File: config.mk
export PLATFORM = sky130hd
export DESIGN_NAME = rtc_set_ctrl_flat
export DESIGN_NICKNAME = d
export VERILOG_FILES = /design/src/rtl/rtc_pkg.sv /design/src/rtl/rtc_set_ctrl_if.sv /design/src/rtl/rtc_set_ctrl_bcd2_inc.sv /design/src/rtl/rtc_set_ctrl.sv /design/src/flat_wrapper.sv
export SDC_FILE = /design/constraint.sdc
export NUM_CORES = 1
export LEC_CHECK = 0
export ABC_AREA = 1
export CAP_MARGIN = 25
export CORE_UTILIZATION = 45
export CTS_BUF_LIST = sky130_fd_sc_hd__clkbuf_8 sky130_fd_sc_hd__clkbuf_16
export DETAILED_ROUTE_END_ITERATION = 12
export DONT_BUFFER_PORTS = 1
export SLEW_MARGIN = 20
export SYNTH_ARGS = -nofsm -noshare
export SYNTH_HDL_FRONTEND = slang
export SYNTH_SLANG_ARGS = --single-unit
File: constraint.sdc
create_clock -name CLK1Hz -period 3.18 [get_ports CLK1Hz]
set_clock_uncertainty 0.1 [all_clocks]
set_input_delay 0.636 -clock CLK1Hz [delete_from_list [all_inputs] [get_ports CLK1Hz]]
set_output_delay 0.636 -clock CLK1Hz [all_outputs]
set_load 0.02 [all_outputs]
File: src/rtl/rtc_pkg.sv
// Shared types and constants for the RTC time-set path.
// Time words pack six BCD digits as {H2,H1,M2,M1,S2,S1}.
package rtc_pkg;

    typedef enum logic [1:0] {
        RUN     = 2'd0,
        SET_HR  = 2'd1,
        SET_MIN = 2'd2,
        COMMIT  = 2'd3
    } rtc_set_state_t;

    typedef logic [3:0] bcd_digit_t;

    localparam logic [6:0] HR_MAX  = 7'd23;
    localparam logic [6:0] MIN_MAX = 7'd59;

    // Digit positions inside TIME_IN/LOAD_VAL (nibble index) and BLANK_MASK (bit index)
    localparam int unsigned DIG_S1 = 0;
    localparam int unsigned DIG_S2 = 1;
    localparam int unsigned DIG_M1 = 2;
    localparam int unsigned DIG_M2 = 3;
    localparam int unsigned DIG_H1 = 4;
    localparam int unsigned DIG_H2 = 5;

    function automatic logic bcd_digit_valid(input bcd_digit_t d);
        return (d <= 4'd9);
    endfunction

endpackage

File: src/rtl/rtc_set_ctrl_if.sv
// Button, time and control bundle between the set controller and its neighbours.
interface rtc_set_ctrl_if;
    logic        BTN_MODE;
    logic        BTN_INC;
    logic [23:0] TIME_IN;
    logic        HOLD;
    logic        LOAD;
    logic [23:0] LOAD_VAL;
    logic [5:0]  BLANK_MASK;
    logic [1:0]  STATE;

    modport master (
        output BTN_MODE, BTN_INC, TIME_IN,
        input  HOLD, LOAD, LOAD_VAL, BLANK_MASK, STATE
    );

    modport slave (
        input  BTN_MODE, BTN_INC, TIME_IN,
        output HOLD, LOAD, LOAD_VAL, BLANK_MASK, STATE
    );
endinterface

File: src/rtl/rtc_set_ctrl_bcd2_inc.sv
// Two-digit BCD increment with wrap to 00 above MAX.
// Any non-BCD digit also collapses the field to 00.
module bcd2_inc
    import rtc_pkg::*;
#(
    parameter logic [6:0] MAX = 7'd59
) (
    input  bcd_digit_t cur_tens,
    input  bcd_digit_t cur_units,
    output bcd_digit_t nxt_tens,
    output bcd_digit_t nxt_units
);

    logic [7:0] value_s;
    logic       wrap_s;

    assign value_s = ({4'd0, cur_tens} * 8'd10) + {4'd0, cur_units};
    assign wrap_s  = !bcd_digit_valid(cur_tens) || !bcd_digit_valid(cur_units) ||
                     (value_s >= {1'b0, MAX});

    // Next field value with units-to-tens carry
    always_comb begin
        nxt_tens  = 4'd0;
        nxt_units = 4'd0;
        if (wrap_s) begin
            nxt_tens  = 4'd0;
            nxt_units = 4'd0;
        end else if (cur_units == 4'd9) begin
            nxt_tens  = cur_tens + 4'd1;
            nxt_units = 4'd0;
        end else begin
            nxt_tens  = cur_tens;
            nxt_units = cur_units + 4'd1;
        end
    end

endmodule

File: src/rtl/rtc_set_ctrl.sv
// Time-set sequencer: freezes the counters, edits hours then minutes in a
// shadow copy, and commits it with a single LOAD strobe.
module rtc_set_ctrl
    import rtc_pkg::*;
#(
    parameter int unsigned TIMEOUT = 30
) (
    input  logic          CLK1Hz,
    input  logic          RST,
    rtc_set_ctrl_if.slave bus
);

    localparam int unsigned    IDLE_W    = (TIMEOUT > 1) ? $clog2(TIMEOUT) : 1;
    localparam logic [IDLE_W-1:0] IDLE_LAST = IDLE_W'(TIMEOUT - 1);

    rtc_set_state_t    state_r, state_nxt_s;
    logic [23:0]       shadow_r, shadow_nxt_s;
    logic [IDLE_W-1:0] idle_r, idle_nxt_s;
    logic              blink_r, blink_nxt_s;
    logic              mode_q_r, inc_q_r;
    logic              hold_r, hold_nxt_s;
    logic              load_r, load_nxt_s;
    logic [5:0]        mask_r, mask_nxt_s;
    logic              mode_e_s, inc_e_s;
    bcd_digit_t        hr_tens_s, hr_units_s, min_tens_s, min_units_s;

    assign mode_e_s = bus.BTN_MODE & ~mode_q_r;
    assign inc_e_s  = bus.BTN_INC & ~inc_q_r & ~mode_e_s;

    bcd2_inc #(.MAX(HR_MAX)) u_hr_inc (
        .cur_tens  (shadow_r[4*DIG_H2 +: 4]),
        .cur_units (shadow_r[4*DIG_H1 +: 4]),
        .nxt_tens  (hr_tens_s),
        .nxt_units (hr_units_s)
    );

    bcd2_inc #(.MAX(MIN_MAX)) u_min_inc (
        .cur_tens  (shadow_r[4*DIG_M2 +: 4]),
        .cur_units (shadow_r[4*DIG_M1 +: 4]),
        .nxt_tens  (min_tens_s),
        .nxt_units (min_units_s)
    );

    // Next state, shadow edits and idle timeout
    always_comb begin
        state_nxt_s  = state_r;
        shadow_nxt_s = shadow_r;
        idle_nxt_s   = idle_r;
        case (state_r)
            RUN: begin
                idle_nxt_s = '0;
                if (mode_e_s) begin
                    shadow_nxt_s = bus.TIME_IN;
                    state_nxt_s  = SET_HR;
                end else begin
                    state_nxt_s = RUN;
                end
            end
            SET_HR, SET_MIN: begin
                if (mode_e_s) begin
                    idle_nxt_s = '0;
                    if (state_r == SET_MIN) begin
                        shadow_nxt_s[4*DIG_S1 +: 8] = 8'h00;
                        state_nxt_s = COMMIT;
                    end else begin
                        state_nxt_s = SET_MIN;
                    end
                end else if (idle_r == IDLE_LAST) begin
                    idle_nxt_s  = '0;
                    state_nxt_s = RUN;
                end else if (inc_e_s) begin
                    idle_nxt_s = '0;
                    if (state_r == SET_HR) begin
                        shadow_nxt_s[4*DIG_H1 +: 8] = {hr_tens_s, hr_units_s};
                    end else begin
                        shadow_nxt_s[4*DIG_M1 +: 8] = {min_tens_s, min_units_s};
                    end
                end else begin
                    idle_nxt_s = idle_r + {{(IDLE_W-1){1'b0}}, 1'b1};
                end
            end
            COMMIT: begin
                idle_nxt_s  = '0;
                state_nxt_s = RUN;
            end
            default: begin
                idle_nxt_s  = '0;
                state_nxt_s = RUN;
            end
        endcase
    end

    // Output decode from the upcoming state so every output is a flop
    always_comb begin
        blink_nxt_s = 1'b0;
        mask_nxt_s  = 6'd0;
        hold_nxt_s  = (state_nxt_s != RUN);
        load_nxt_s  = (state_nxt_s == COMMIT);
        if ((state_nxt_s == SET_HR) || (state_nxt_s == SET_MIN)) begin
            blink_nxt_s = ~blink_r;
        end else begin
            blink_nxt_s = 1'b0;
        end
        case (state_nxt_s)
            SET_HR: begin
                mask_nxt_s[DIG_H2] = blink_nxt_s;
                mask_nxt_s[DIG_H1] = blink_nxt_s;
            end
            SET_MIN: begin
                mask_nxt_s[DIG_M2] = blink_nxt_s;
                mask_nxt_s[DIG_M1] = blink_nxt_s;
            end
            default: begin
                mask_nxt_s = 6'd0;
            end
        endcase
    end

    // State, shadow and output registers
    always_ff @(posedge CLK1Hz) begin
        if (RST) begin
            state_r  <= RUN;
            shadow_r <= 24'd0;
            idle_r   <= '0;
            blink_r  <= 1'b0;
            mode_q_r <= 1'b1;
            inc_q_r  <= 1'b1;
            hold_r   <= 1'b0;
            load_r   <= 1'b0;
            mask_r   <= 6'd0;
        end else begin
            state_r  <= state_nxt_s;
            shadow_r <= shadow_nxt_s;
            idle_r   <= idle_nxt_s;
            blink_r  <= blink_nxt_s;
            mode_q_r <= bus.BTN_MODE;
            inc_q_r  <= bus.BTN_INC;
            hold_r   <= hold_nxt_s;
            load_r   <= load_nxt_s;
            mask_r   <= mask_nxt_s;
        end
    end

    assign bus.STATE      = state_r;
    assign bus.HOLD       = hold_r;
    assign bus.LOAD       = load_r;
    assign bus.LOAD_VAL   = shadow_r;
    assign bus.BLANK_MASK = mask_r;

endmodule
File: src/flat_wrapper.sv
// flat-port wrapper written by rule: the top's interface ports become plain ports
module rtc_set_ctrl_flat import rtc_pkg::*;
#(
    parameter int unsigned TIMEOUT = 30
)
  (CLK1Hz, RST, bus_BTN_MODE, bus_BTN_INC, bus_TIME_IN, bus_HOLD, bus_LOAD, bus_LOAD_VAL, bus_BLANK_MASK, bus_STATE);
  rtc_set_ctrl_if bus_i ();
  input  logic CLK1Hz;
  input  logic RST;
  input wire logic [$bits(bus_i.BTN_MODE)-1:0] bus_BTN_MODE;
  input wire logic [$bits(bus_i.BTN_INC)-1:0] bus_BTN_INC;
  input wire logic [$bits(bus_i.TIME_IN)-1:0] bus_TIME_IN;
  output wire logic [$bits(bus_i.HOLD)-1:0] bus_HOLD;
  output wire logic [$bits(bus_i.LOAD)-1:0] bus_LOAD;
  output wire logic [$bits(bus_i.LOAD_VAL)-1:0] bus_LOAD_VAL;
  output wire logic [$bits(bus_i.BLANK_MASK)-1:0] bus_BLANK_MASK;
  output wire logic [$bits(bus_i.STATE)-1:0] bus_STATE;
  assign bus_i.BTN_MODE = bus_BTN_MODE;
  assign bus_i.BTN_INC = bus_BTN_INC;
  assign bus_i.TIME_IN = bus_TIME_IN;
  assign bus_HOLD = bus_i.HOLD;
  assign bus_LOAD = bus_i.LOAD;
  assign bus_LOAD_VAL = bus_i.LOAD_VAL;
  assign bus_BLANK_MASK = bus_i.BLANK_MASK;
  assign bus_STATE = bus_i.STATE;
  rtc_set_ctrl #(.TIMEOUT(TIMEOUT)) u_core (.CLK1Hz(CLK1Hz), .RST(RST), .bus(bus_i));
endmodule
==> results by group <==
Clock network
  – Clock Sink Count: 38
  – Worst-path clk slew: 0.08 ns
  – H-tree Lvls: 2
  – CTS tree: done
  – Post-CTS Setup Bufs: 0
  – Root buf cell: clkbuf_8
  – Gates resized, CTS repair: 0
  – Clock Latency Late Sink: 0.28 ns
  – CTS Buffer Depth: 2
  – Cts hold-fix bufs: 0
  – TritonCTS buffer count: 5

Final layout
  – Share of layout cells above drive strength 1: 5.78%
  – Design Area, Final: 2940 um^2
  – Layout area overhead: 9.63%
  – # diodes: 0
  – Nets@finish: 460
  – Layout Utilization: 52.3%

Detailed routing
  – Met2 wire length: 2680 um
  – Drt wl/cell: 13.0 um
  – DR pass1 iterations: 4
  – Initial drt markers: 126
  – Met1 WL: 3130 um
  – DRC: 0
  – Antenna-violating nets left: 0
  – Vias/cell: 5.05
  – Met3 WL: 255 um
  – DR vias: 2375
  – Highest routed metal layer: met4
  – Routed WL: 6090 um

Critical path
  – FF-to-FF Start: u_core.bus.LOAD_VAL[23]
  – R2R cell count: 15
  – Worst Path Arrival: 2.88 ns
  – Setup CP Type: reg2reg
  – Critical Path Fanout Max: 8
  – CP startpoint kind: flop
  – CP required: 3.27 ns
  – Setup crit start: u_core.bus.LOAD_VAL[23]
  – Critical Path Sink Type: flop
  – Critical Path End: u_core.bus.LOAD_VAL[20]
  – R2R Path End: u_core.bus.LOAD_VAL[20]
  – Reg-to-reg setup timing slack: 0.39 ns

Global routing
  – First-pass GRT wire length: 10400 um
  – Grt ovf: 0
  – Initial antenna violation count: 0
  – GRT Resource Usage Total: 20.7%
  – Vias in the first global route: 2287
  – Largest net degree at the start of global routing: 22

Synth
  – Simple-gate share of the synthesized area: 30.6%
  – Seq/Total Area, Yosys: 28.4%
  – Synth Register Bits: 38
  – Post-synth ARST share: 0%
  – Post-synthesis mux area share: 0%
  – Synth Area in Compound Gates: 11.4%
  – Syn. warnings: 0
  – Mean Syn Cell Area: 6.88 um^2
  – Synth Area in Adders: 17.5%
  – XOR/XNOR Fraction of Synth Area: 3.93%
  – Library cells used by synthesis: 28
  – Largest family of logic cells by synthesized area: simple AND/OR/NAND/NOR gates
  – EDFF count, synth: 0
  – Syn Inst Count: 389
  – Top FF cell, synth: dfxtp_1
  – Synthesized area: 2680 um^2

Place
  – IO Port Bufs: 0
  – RePlAce Congestion: 0.824
  – DP HPWL: 4680 um
  – Post-DP Area: 2790 um^2

Die
  – Initial Util: 47.7%
  – Rows: 27
  – DIE AREA: 6260 um^2
  – Core area: 5610 um^2
  – Ports: 62
  – Die width: 79.1 um
  – Die H: 79.1 um

Pwr
  – Clk pwr share: 40.2%
  – VDD IR max: 0.257 mV
  – Part of the power in combinational logic: 18.0%
  – P_leak: 0.00137 uW
  – Pwr Density: 438 nW/um^2
  – Switching Fraction: 28.8%
  – Pint: 915 uW
  – NetSw: 369 uW
  – Sequential power share: 41.8%

Timing
  – Tcrit/Tclk final: 87.8%
  – Worst slew margin: 59.7%
  – Tightest Pin Transition: 0.605 ns
  – Final number of hold-violating endpoints: 0
  – RSZ-0062 raised after global routing: false
  – # setup viols final: 0
  – TNS Setup: 0 ns
  – FMAX: 0.358 GHz
  – Tmin final: 2.79 ns
  – Final hold slack: 0.308 ns
  – Max Slew Vio Count: 0

Hold path
  – Min-delay worst type: in2reg

Status
  – Outcome: finished clean

Flow run
  – Max-cap violations: 0
## worst max-delay path, cell delays in order, from the launching register on
cell,delay (ns)
dfxtp_1,0.57
ha_1,0.34
ha_1,0.21
fa_1,0.38
inv_1,0.06
nand2_1,0.05
nand2_1,0.10
nand3_1,0.08
nand2_1,0.06
nand3_1,0.13
nor2_4,0.17
nand3_1,0.11
nand3_2,0.15
nand2_1,0.07
nand2_1,0.06
nor2_1,0.05
## cells in the mapped netlist, types with 5 or more instances
cell type  count  area share [%]
nand2_1       89              12
nor2_1        49             6.9
inv_1         41             5.7
dfxtp_1       38              28
nand3_1       36             6.7
a21oi_1       34             6.4
ha_1          31              14
o21ai_0       21             3.9
xor2_1         8             2.6
buf_4          5             1.4
## state kept, by name, indices dropped and copies added (netlist names)
name and cells:
u_core.blink_r 1, u_core.bus.LOAD 1, u_core.idle_r 5, u_core.mode_q_r 1
u_core.inc_q_r 1, u_core.bus.LOAD_VAL 24, u_core.bus.HOLD 1, u_core.bus.STATE 2
u_core.bus.BLANK_MASK 2
## layout make-up
| class | count | area (um^2) |
|---|---|---|
| clock buffer | 6 | 82.6 |
| multi-input combinational | 300 | 1710 |
| clock inverter | 2 | 60.1 |
| inverter | 41 | 154 |
| timing repair buffer | 11 | 82.6 |
| sequential | 38 | 761 |
| fill | 576 | 2670 |
| tap | 72 | 90.1 |
## cells by family after synthesis
logic type | after synthesis
AND/OR/NAND/NOR | 192
AO/OA/AOI/OAI | 59
buffers and inverters | 52
flip-flops | 38
adder cells (fa/ha/maj) | 35
XOR/XNOR | 12
other | 1
## power groups by stage
stage,Combinational [uW],Clock [uW],Sequential [uW]
after floorplan,166,0,559
final,232,516,537
after global routing,269,549,541
after global placement,229,0,548
after detailed placement,232,0,548
after CTS,233,528,537
## per-layer routing
metal,vias up,global-route usage [%]
met5,-,0
met4,0,4.55
met3,2,4.37
met2,51,32.6
met1,1048,28.9
li1,1274,-
## cells in the final DEF (no fill, tap or decap), types with 3 or more instances in the layout
cell,synthesis,layout
buf_4,5,11
xor2_1,8,8
fa_1,4,4
nand2_1,89,89
dfxtp_1,38,38
nand3b_1,3,3
ha_1,31,31
xnor2_1,4,4
o21ai_0,21,21
nand4_1,4,4
inv_1,41,41
a21oi_1,34,34
nand3_1,36,36
nor3_1,4,4
clkbuf_8,0,6
nor2_1,49,49
## how the worst min path moves through the flow
stage / startpoint / end / slack [ns] / cells past startpoint
after floorplan: u_core.idle_r[0] / u_core.idle_r[0] / 0.33 / 1
after global placement: u_core.idle_r[0] / u_core.idle_r[0] / 0.35 / 1
after detailed placement: u_core.idle_r[0] / u_core.idle_r[0] / 0.37 / 1
after CTS: RST / u_core.bus.HOLD / 0.30 / 1
after global routing: RST / u_core.bus.LOAD_VAL[5] / 0.29 / 1
final: RST / u_core.bus.HOLD / 0.31 / 1
## per-stage QoR
stage | setup slack [ns] | power, uW | instances
floorplan | 0.530 | 724 | 390
global placement | 0.490 | 777 | 462
detailed placement | 0.395 | 780 | 462
CTS | 0.380 | 1300 | 470
global route | 0.125 | 1360 | 470
finish | 0.387 | 1280 | 470
(Power assumes the default switching activity.)
